**config.mk**
```make
export PLATFORM = sky130hd
export DESIGN_NAME = cmult_stream_flat
export DESIGN_NICKNAME = d
export VERILOG_FILES = /design/src/rtl/cmult_pkg.sv /design/src/rtl/cmult_stream_if.sv /design/src/rtl/cmult_round_sat.sv /design/src/rtl/cmult_stream.sv /design/src/flat_wrapper.sv
export SDC_FILE = /design/constraint.sdc
export NUM_CORES = 2
export LEC_CHECK = 0
export CAP_MARGIN = 10
export CORE_ASPECT_RATIO = 2
export CORE_MARGIN = 3
export CORE_UTILIZATION = 55
export CTS_CLUSTER_DIAMETER = 100
export DETAILED_ROUTE_END_ITERATION = 16
export PLACE_DENSITY = 0.81
export REMOVE_ABC_BUFFERS = 1
export SETUP_SLACK_MARGIN = 0.4
export SYNTH_ARGS = -nofsm -noshare
export SYNTH_HDL_FRONTEND = slang
export SYNTH_SLANG_ARGS = --single-unit
```
**constraint.sdc**
```tcl
create_clock -name clk -period 23.7 [get_ports clk]
set_input_delay 3.555 -clock clk [delete_from_list [all_inputs] [get_ports clk]]
set_output_delay 3.555 -clock clk [all_outputs]
set_load 0.02 [all_outputs]
```
**src/rtl/cmult_pkg.sv**
```systemverilog
// Shared constants and helpers for the streaming complex multiplier.
// Latency: n/a (compile-time constants and pure functions only).
// Backpressure: n/a.
package cmult_pkg;

    // Register stages from input transfer to m_valid.
    localparam int CMULT_LATENCY = 6;

    // Full-precision result width: one bit for each pre-add, one for the
    // conjugate negation and one for the final post-add.
    function automatic int full_width(input int a_w, input int b_w);
        return a_w + b_w + 3;
    endfunction

    // Arithmetic right shift with round-half-up (ties go toward +inf).
    // Callers sign-extend into 64 bits; results never need more than the
    // caller's full width because the operand carries headroom.
    function automatic logic signed [63:0] round_shift(input logic signed [63:0] value,
                                                       input int shift);
        logic signed [63:0] half;
        if (shift <= 0) begin
            return value;
        end
        half = 64'sd1 <<< (shift - 1);
        return (value + half) >>> shift;
    endfunction

endpackage

```
**src/rtl/cmult_stream_if.sv**
```systemverilog
// Handshake and data bundle for the streaming complex multiplier.
// Latency: n/a (wiring only).
// Backpressure: s_ready/m_ready carry stalls against the data direction.
interface cmult_stream_if #(
    parameter int A_WIDTH   = 16,
    parameter int B_WIDTH   = 16,
    parameter int OUT_WIDTH = 16
);
    logic                        s_valid;
    logic                        s_ready;
    logic                        conj_b;
    logic signed [A_WIDTH-1:0]   ar;
    logic signed [A_WIDTH-1:0]   ai;
    logic signed [B_WIDTH-1:0]   br;
    logic signed [B_WIDTH-1:0]   bi;
    logic                        m_valid;
    logic                        m_ready;
    logic signed [OUT_WIDTH-1:0] pr;
    logic signed [OUT_WIDTH-1:0] pi;
    logic                        ovf;

    // Side that produces operands and consumes products.
    modport master (
        output s_valid, conj_b, ar, ai, br, bi, m_ready,
        input  s_ready, m_valid, pr, pi, ovf
    );

    // The multiplier itself.
    modport slave (
        input  s_valid, conj_b, ar, ai, br, bi, m_ready,
        output s_ready, m_valid, pr, pi, ovf
    );
endinterface

```
**src/rtl/cmult_round_sat.sv**
```systemverilog
// One real lane of the output: round-half-up shift, then narrow (clamp or wrap).
// Latency: 2 clk (round register, output register), both gated by en.
// Backpressure: holds both stages while en=0; output loads only for valid samples. Clamping under CMULT_SATURATE_EN.
module cmult_round_sat
    import cmult_pkg::*;
#(
    parameter int FULL_W    = 35,
    parameter int OUT_WIDTH = 16,
    parameter int SHIFT     = 15
) (
    input  logic                        clk,
    input  logic                        rst_n,
    input  logic                        en,
    input  logic                        in_valid,
    input  logic signed [FULL_W-1:0]    full,
    output logic signed [OUT_WIDTH-1:0] dout,
    output logic                        ovf
);

    logic signed [63:0]          full_ext;
    logic signed [63:0]          rnd;
    logic signed [FULL_W-1:0]    r5;
    logic signed [OUT_WIDTH-1:0] nar;
    logic                        flag;
    logic                        unused_bits;

    assign full_ext = {{(64 - FULL_W){full[FULL_W-1]}}, full};
    assign rnd      = round_shift(full_ext, SHIFT);

    // Stage 5: rounded value; the rounding add cannot leave FULL_W bits.
    always_ff @(posedge clk) begin
        if (en) begin
            r5 <= rnd[FULL_W-1:0];
        end
    end

`ifdef CMULT_SATURATE_EN
    localparam logic signed [FULL_W-1:0] MAX_V =
        {{(FULL_W - OUT_WIDTH + 1){1'b0}}, {(OUT_WIDTH - 1){1'b1}}};
    localparam logic signed [FULL_W-1:0] MIN_V =
        {{(FULL_W - OUT_WIDTH + 1){1'b1}}, {(OUT_WIDTH - 1){1'b0}}};

    assign unused_bits = ^rnd[63:FULL_W];

    // Clamp to the nearest representable bound and flag it.
    always_comb begin
        nar  = r5[OUT_WIDTH-1:0];
        flag = 1'b0;
        if (r5 > MAX_V) begin
            nar  = {1'b0, {(OUT_WIDTH - 1){1'b1}}};
            flag = 1'b1;
        end else if (r5 < MIN_V) begin
            nar  = {1'b1, {(OUT_WIDTH - 1){1'b0}}};
            flag = 1'b1;
        end
    end
`else
    assign unused_bits = ^{rnd[63:FULL_W], r5[FULL_W-1:OUT_WIDTH]};

    // Two's-complement wrap: keep the low bits, never flag.
    always_comb begin
        nar  = r5[OUT_WIDTH-1:0];
        flag = 1'b0;
    end
`endif

    // Stage 6: output register, updated only when a real sample arrives.
    always_ff @(posedge clk or negedge rst_n) begin
        if (!rst_n) begin
            dout <= '0;
            ovf  <= 1'b0;
        end else if (en && in_valid) begin
            dout <= nar;
            ovf  <= flag;
        end
    end

endmodule

```
**src/rtl/cmult_stream.sv**
```systemverilog
// Streaming complex multiply p = a*b or a*conj(b), 3-multiplier form, scaled and narrowed.
// Latency: 6 clk from input transfer to m_valid, 1 sample/clk. Optional clamp: CMULT_SATURATE_EN.
// Backpressure: single global enable en = ~m_valid | m_ready; s_ready = en; all stages hold when stalled.
module cmult_stream
    import cmult_pkg::*;
#(
    parameter int A_WIDTH   = 16,
    parameter int B_WIDTH   = 16,
    parameter int OUT_WIDTH = 16,
    parameter int SHIFT     = 15
) (
    input logic           clk,
    input logic           rst_n,
    cmult_stream_if.slave bus
);

    localparam int FULL_W = full_width(A_WIDTH, B_WIDTH);
    localparam int AW1    = A_WIDTH + 1;
    localparam int BW1    = B_WIDTH + 1;
    localparam int BW2    = B_WIDTH + 2;

    logic                        en;
    logic [CMULT_LATENCY-1:0]    vld;

    // Stage 1: registered operands, b imaginary already conjugated.
    logic signed [A_WIDTH-1:0]   ar1, ai1;
    logic signed [B_WIDTH-1:0]   br1;
    logic signed [BW1-1:0]       bi1;
    // Stage 2: pre-adds.
    logic signed [AW1-1:0]       d2;
    logic signed [BW2-1:0]       sr2, si2;
    logic signed [A_WIDTH-1:0]   ar2, ai2;
    logic signed [BW1-1:0]       bi2;
    // Stage 3: the three products.
    logic signed [FULL_W-1:0]    com3, mr3, mi3;
    // Stage 4: full-precision result.
    logic signed [FULL_W-1:0]    prf4, pif4;

    logic                        ovf_r, ovf_i;

    assign en          = ~bus.m_valid | bus.m_ready;
    assign bus.s_ready = en;
    assign bus.m_valid = vld[CMULT_LATENCY-1];
    assign bus.ovf     = ovf_r | ovf_i;

    // Valid shift register; with en=1 s_ready=1, so shifting s_valid in is the transfer.
    always_ff @(posedge clk or negedge rst_n) begin
        if (!rst_n) begin
            vld <= '0;
        end else if (en) begin
            vld <= {vld[CMULT_LATENCY-2:0], bus.s_valid};
        end
    end

    // Stages 1-4 datapath; no reset needed since valids qualify the data.
    always_ff @(posedge clk) begin
        if (en) begin
            ar1  <= bus.ar;
            ai1  <= bus.ai;
            br1  <= bus.br;
            // One extra bit lets the most negative bi conjugate exactly.
            bi1  <= bus.conj_b ? -BW1'(bus.bi) : BW1'(bus.bi);

            d2   <= AW1'(ar1) - AW1'(ai1);
            sr2  <= BW2'(br1) - BW2'(bi1);
            si2  <= BW2'(br1) + BW2'(bi1);
            ar2  <= ar1;
            ai2  <= ai1;
            bi2  <= bi1;

            com3 <= FULL_W'(d2)  * FULL_W'(bi2);
            mr3  <= FULL_W'(sr2) * FULL_W'(ar2);
            mi3  <= FULL_W'(si2) * FULL_W'(ai2);

            prf4 <= mr3 + com3;
            pif4 <= mi3 + com3;
        end
    end

    cmult_round_sat #(
        .FULL_W   (FULL_W),
        .OUT_WIDTH(OUT_WIDTH),
        .SHIFT    (SHIFT)
    ) u_lane_re (
        .clk     (clk),
        .rst_n   (rst_n),
        .en      (en),
        .in_valid(vld[CMULT_LATENCY-2]),
        .full    (prf4),
        .dout    (bus.pr),
        .ovf     (ovf_r)
    );

    cmult_round_sat #(
        .FULL_W   (FULL_W),
        .OUT_WIDTH(OUT_WIDTH),
        .SHIFT    (SHIFT)
    ) u_lane_im (
        .clk     (clk),
        .rst_n   (rst_n),
        .en      (en),
        .in_valid(vld[CMULT_LATENCY-2]),
        .full    (pif4),
        .dout    (bus.pi),
        .ovf     (ovf_i)
    );

endmodule

```
**src/flat_wrapper.sv**
```systemverilog
// flat-port wrapper written by rule: the top's interface ports become plain ports
module cmult_stream_flat import cmult_pkg::*;
#(
    parameter int A_WIDTH   = 16,
    parameter int B_WIDTH   = 16,
    parameter int OUT_WIDTH = 16,
    parameter int SHIFT     = 15
)
  (clk, rst_n, bus_s_valid, bus_conj_b, bus_ar, bus_ai, bus_br, bus_bi, bus_m_ready, bus_s_ready, bus_m_valid, bus_pr, bus_pi, bus_ovf);
  cmult_stream_if #(.A_WIDTH(A_WIDTH), .B_WIDTH(B_WIDTH), .OUT_WIDTH(OUT_WIDTH)) bus_i ();
  input logic clk;
  input logic rst_n;
  input wire logic [$bits(bus_i.s_valid)-1:0] bus_s_valid;
  input wire logic [$bits(bus_i.conj_b)-1:0] bus_conj_b;
  input wire logic [$bits(bus_i.ar)-1:0] bus_ar;
  input wire logic [$bits(bus_i.ai)-1:0] bus_ai;
  input wire logic [$bits(bus_i.br)-1:0] bus_br;
  input wire logic [$bits(bus_i.bi)-1:0] bus_bi;
  input wire logic [$bits(bus_i.m_ready)-1:0] bus_m_ready;
  output wire logic [$bits(bus_i.s_ready)-1:0] bus_s_ready;
  output wire logic [$bits(bus_i.m_valid)-1:0] bus_m_valid;
  output wire logic [$bits(bus_i.pr)-1:0] bus_pr;
  output wire logic [$bits(bus_i.pi)-1:0] bus_pi;
  output wire logic [$bits(bus_i.ovf)-1:0] bus_ovf;
  assign bus_i.s_valid = bus_s_valid;
  assign bus_i.conj_b = bus_conj_b;
  assign bus_i.ar = bus_ar;
  assign bus_i.ai = bus_ai;
  assign bus_i.br = bus_br;
  assign bus_i.bi = bus_bi;
  assign bus_i.m_ready = bus_m_ready;
  assign bus_s_ready = bus_i.s_ready;
  assign bus_m_valid = bus_i.m_valid;
  assign bus_pr = bus_i.pr;
  assign bus_pi = bus_i.pi;
  assign bus_ovf = bus_i.ovf;
  cmult_stream #(.A_WIDTH(A_WIDTH), .B_WIDTH(B_WIDTH), .OUT_WIDTH(OUT_WIDTH), .SHIFT(SHIFT)) u_core (.clk(clk), .rst_n(rst_n), .bus(bus_i));
endmodule
```
==> flow_summary_export.csv <==
group,metric,value,unit
clocking,clk_path_buf_depth,3,
critical_path,worst_setup_path_start_kind,"primary input",
layout,synthToLayoutAreaGrowth,6.82,%
clocking,postCtsSetupRepairBufs,0,
layout,multiInputGateArea,0.0317,mm2
critical_path,crit_path_end_kind,"output pin",
timing,clock.fmax,113,MHz
global_route,antenna_found_initial,0,
clocking,cts_hold_buf,0,
global_route,track_usage,25.6,%
timing,final.setup.worst_slack,14.83,ns
clocking,insertion_delay,0.57,ns
layout,final_cells,5617,
critical_path,crit_path_max_fanout,51,
timing,hold_violations,0,
job,cap_violations,0,
route,wire_per_inst,19.6,um
place,post-place-ws,14.81,ns
clocking,cts_resized,0,
timing,setup_viol,0,
global_route,first_global_vias,35100,
run_status,status,"completed",
place,dp_cells,5551,
synth,synth-seq-cells,363,
place,dp_hpwl,88.7,mm
place,io_buffers,102,
route,antenna_left,0,
floorplanning,rows,150,
route,drt_iter0_markers,1787,
floorplanning,die_h,418,um
timing,drv_slew,0,
synth,ys_warn_count,0,
timing,rsz0062_at_grt,"false",
timing,finalClockSkew,0.0224,ns
layout,nNetsFinal,5760,
clocking,cts_buffers,36,
floorplanning,die_w,212,um
synth,yosys_most_used_dff,"edfxtp_1",
global_route,overflow,0,
clocking,cts_root_buffer,"clkbuf_16",
place,place.gp.congestion,0.967,
timing,min_period_over_period,37.4,%
global_route,grt_pass1_wl,176,mm
synth,synth-async-reset-ratio,10.5,%
clocking,cts_tree,"built",
clocking,htreeDepth,2,
synth,yosysSeqAreaShare,23.0,%
synth,syn_avg_cell_area,10.4,um2
clocking,clkSinkCount,363,
route,drc,0,
route,vias,31600,
synth,synth.distinct_cells,82,
route,wirelength,110,mm
floorplanning,die-area,0.0886,mm2
global_route,grt_start_max_net_pins,81,
floorplanning,io_pins,104,
route,firstDrtPassIters,5,
layout,layout-drive-gt1-share,3.21,%
hold_path,hold_class,"reg -> reg",
synth,synth_edf_count,325,
layout,seqCellArea,0.0107,mm2
critical_path,crit_required,20.15,ns
timing,tightest_slew,1.10,ns
critical_path,cp.arrival,5.32,ns
timing,period_minus_slack,8.87,ns
synth,synthesis.area,0.0467,mm2
critical_path,critPathKind,"in -> out",
floorplanning,start_util,55.6,%
clocking,clk_pin_slew,0.06,ns
timing,slew_headroom,25.5,%
timing,setup_tns,0,ns
layout,n_fill_cell,6587,
floorplanning,coreArea,0.0839,mm2
route,via_per_inst,5.62,
synth,synthCells,4499,
area by class of cell:
cell class / count / share of cell area (%)
multi-input cells: 3014 / 63.7
flip-flops and latches: 363 / 21.5
inverters: 994 / 7.49
well taps: 1064 / 2.67
repair buffers: 116 / 2.25
clock buffers: 41 / 1.87
clock inverters: 24 / 0.552
diodes: 1 / 0.00502
Yosys cell counts (3+ instances only):
library cell    n  area (um2)
a211o_1         3        26.3
a211oi_1       13        97.6
a21boi_0        6        45.0
a21o_1         46         345
a21oi_1       106         531
a21oi_2         8        70.1
a311o_1         3        30.0
a311oi_1        7        61.3
a31oi_1        12        75.1
and2_1        422        2640
and3_1         15        93.8
buf_1           3        11.3
clkbuf_1      124         465
dfrtp_1        38         951
edfxtp_1      325        9760
fa_1          810       16200
ha_1          356        4450
inv_1         994        3730
mux2_2         37         417
nand2_1       457        1720
nand2b_1       34         213
nand3_1        41         205
nand3b_1        4        30.0
nand4_1        16         100
nor2_1        139         522
nor2b_1        23         144
nor3_1         27         135
nor4_1          9        56.3
o2111ai_1       4        35.0
o211ai_1        6        45.0
o21a_1         18         135
o21ai_0        48         240
o21ai_1        14        70.1
o21bai_1       14         105
o22ai_1         4        25.0
o31ai_1         7        52.6
or2_2           5        31.3
or3_1          10        62.6
xnor2_1       190        1660
xor2_1         46         403
final timing paths:
path | cells past startpoint | start | slack, ns | end
max | 3 | bus_m_ready | 14.83 | bus_s_ready
min in group asynchronous | 1 | rst_n | 3.07 | u_core.vld[0]
max reg2reg | 19 | u_core.ar2[1] | 16.71 | u_core.mr3[29]
min | 0 | u_core.ai1[14] | 0.45 | u_core.ai2[14]
min reg2reg | 0 | u_core.ai1[14] | 0.45 | u_core.ai2[14]
max in group asynchronous | 1 | rst_n | 20.10 | u_core.u_lane_re.dout[1]
kinds of logic after synthesis:
logic type               synth area share [%]
AND/OR/NAND/NOR                          13.0
adder cells (fa/ha/maj)                  44.3
buffers and inverters                    9.03
flip-flops                               23.0
AO/OA/AOI/OAI                            5.38
XOR/XNOR                                 4.43
multiplexers                            0.936
other                                 0.00804
metal layers:
metal  global-route usage, %  routed length [um]  share of wire [%]  up-vias
met3                    3.70                6320                5.8      514
met1                    26.2               35200                 32    16000
met4                    17.9                9690                8.8        0
met2                    47.3               58700                 53     1233
met5                       0                   0                  0        -
li1                        -                   -                  -    13900
sequential cells by signal, indices dropped and copies added, names as in the netlist, 18 cells and up:
register     cells
u_core.com3     31
u_core.mi3      31
u_core.mr3      31
u_core.si2      18
critical path, stage by stage:
cell and delay [ns]:
clkdlybuf4s50_1 0.45, nand2b_4 0.57, clkdlybuf4s50_1 0.73
placed cells by master, fill, tap and decap left out, types with 41 or more instances in the layout:
cell,synthesis,final
a21o_1,46,46
a21oi_1,106,106
and2_1,422,422
clkdlybuf4s50_1,0,101
edfxtp_1,325,325
fa_1,810,810
ha_1,356,356
inv_1,994,994
nand2_1,457,457
nand3_1,41,41
nor2_1,139,139
o21ai_0,48,48
xnor2_1,190,190
xor2_1,46,46
per-stage QoR:
step | hold slack [ns] | area [um2] | utilization (%)
6_report | 0.447 | 49800 | 59.4
5_1_grt | 0.455 | 49800 | 59.4
4_1_cts | 0.446 | 49800 | 59.4
3_5_place_dp | 0.432 | 48600 | 58.0
3_3_place_gp | 0.432 | 48600 | 58.0
2_1_floorplan | 0.426 | 46200 | -
Power is not shown: default switching activity piles up to over one toggle a cycle in this logic, so the estimate is an artifact.
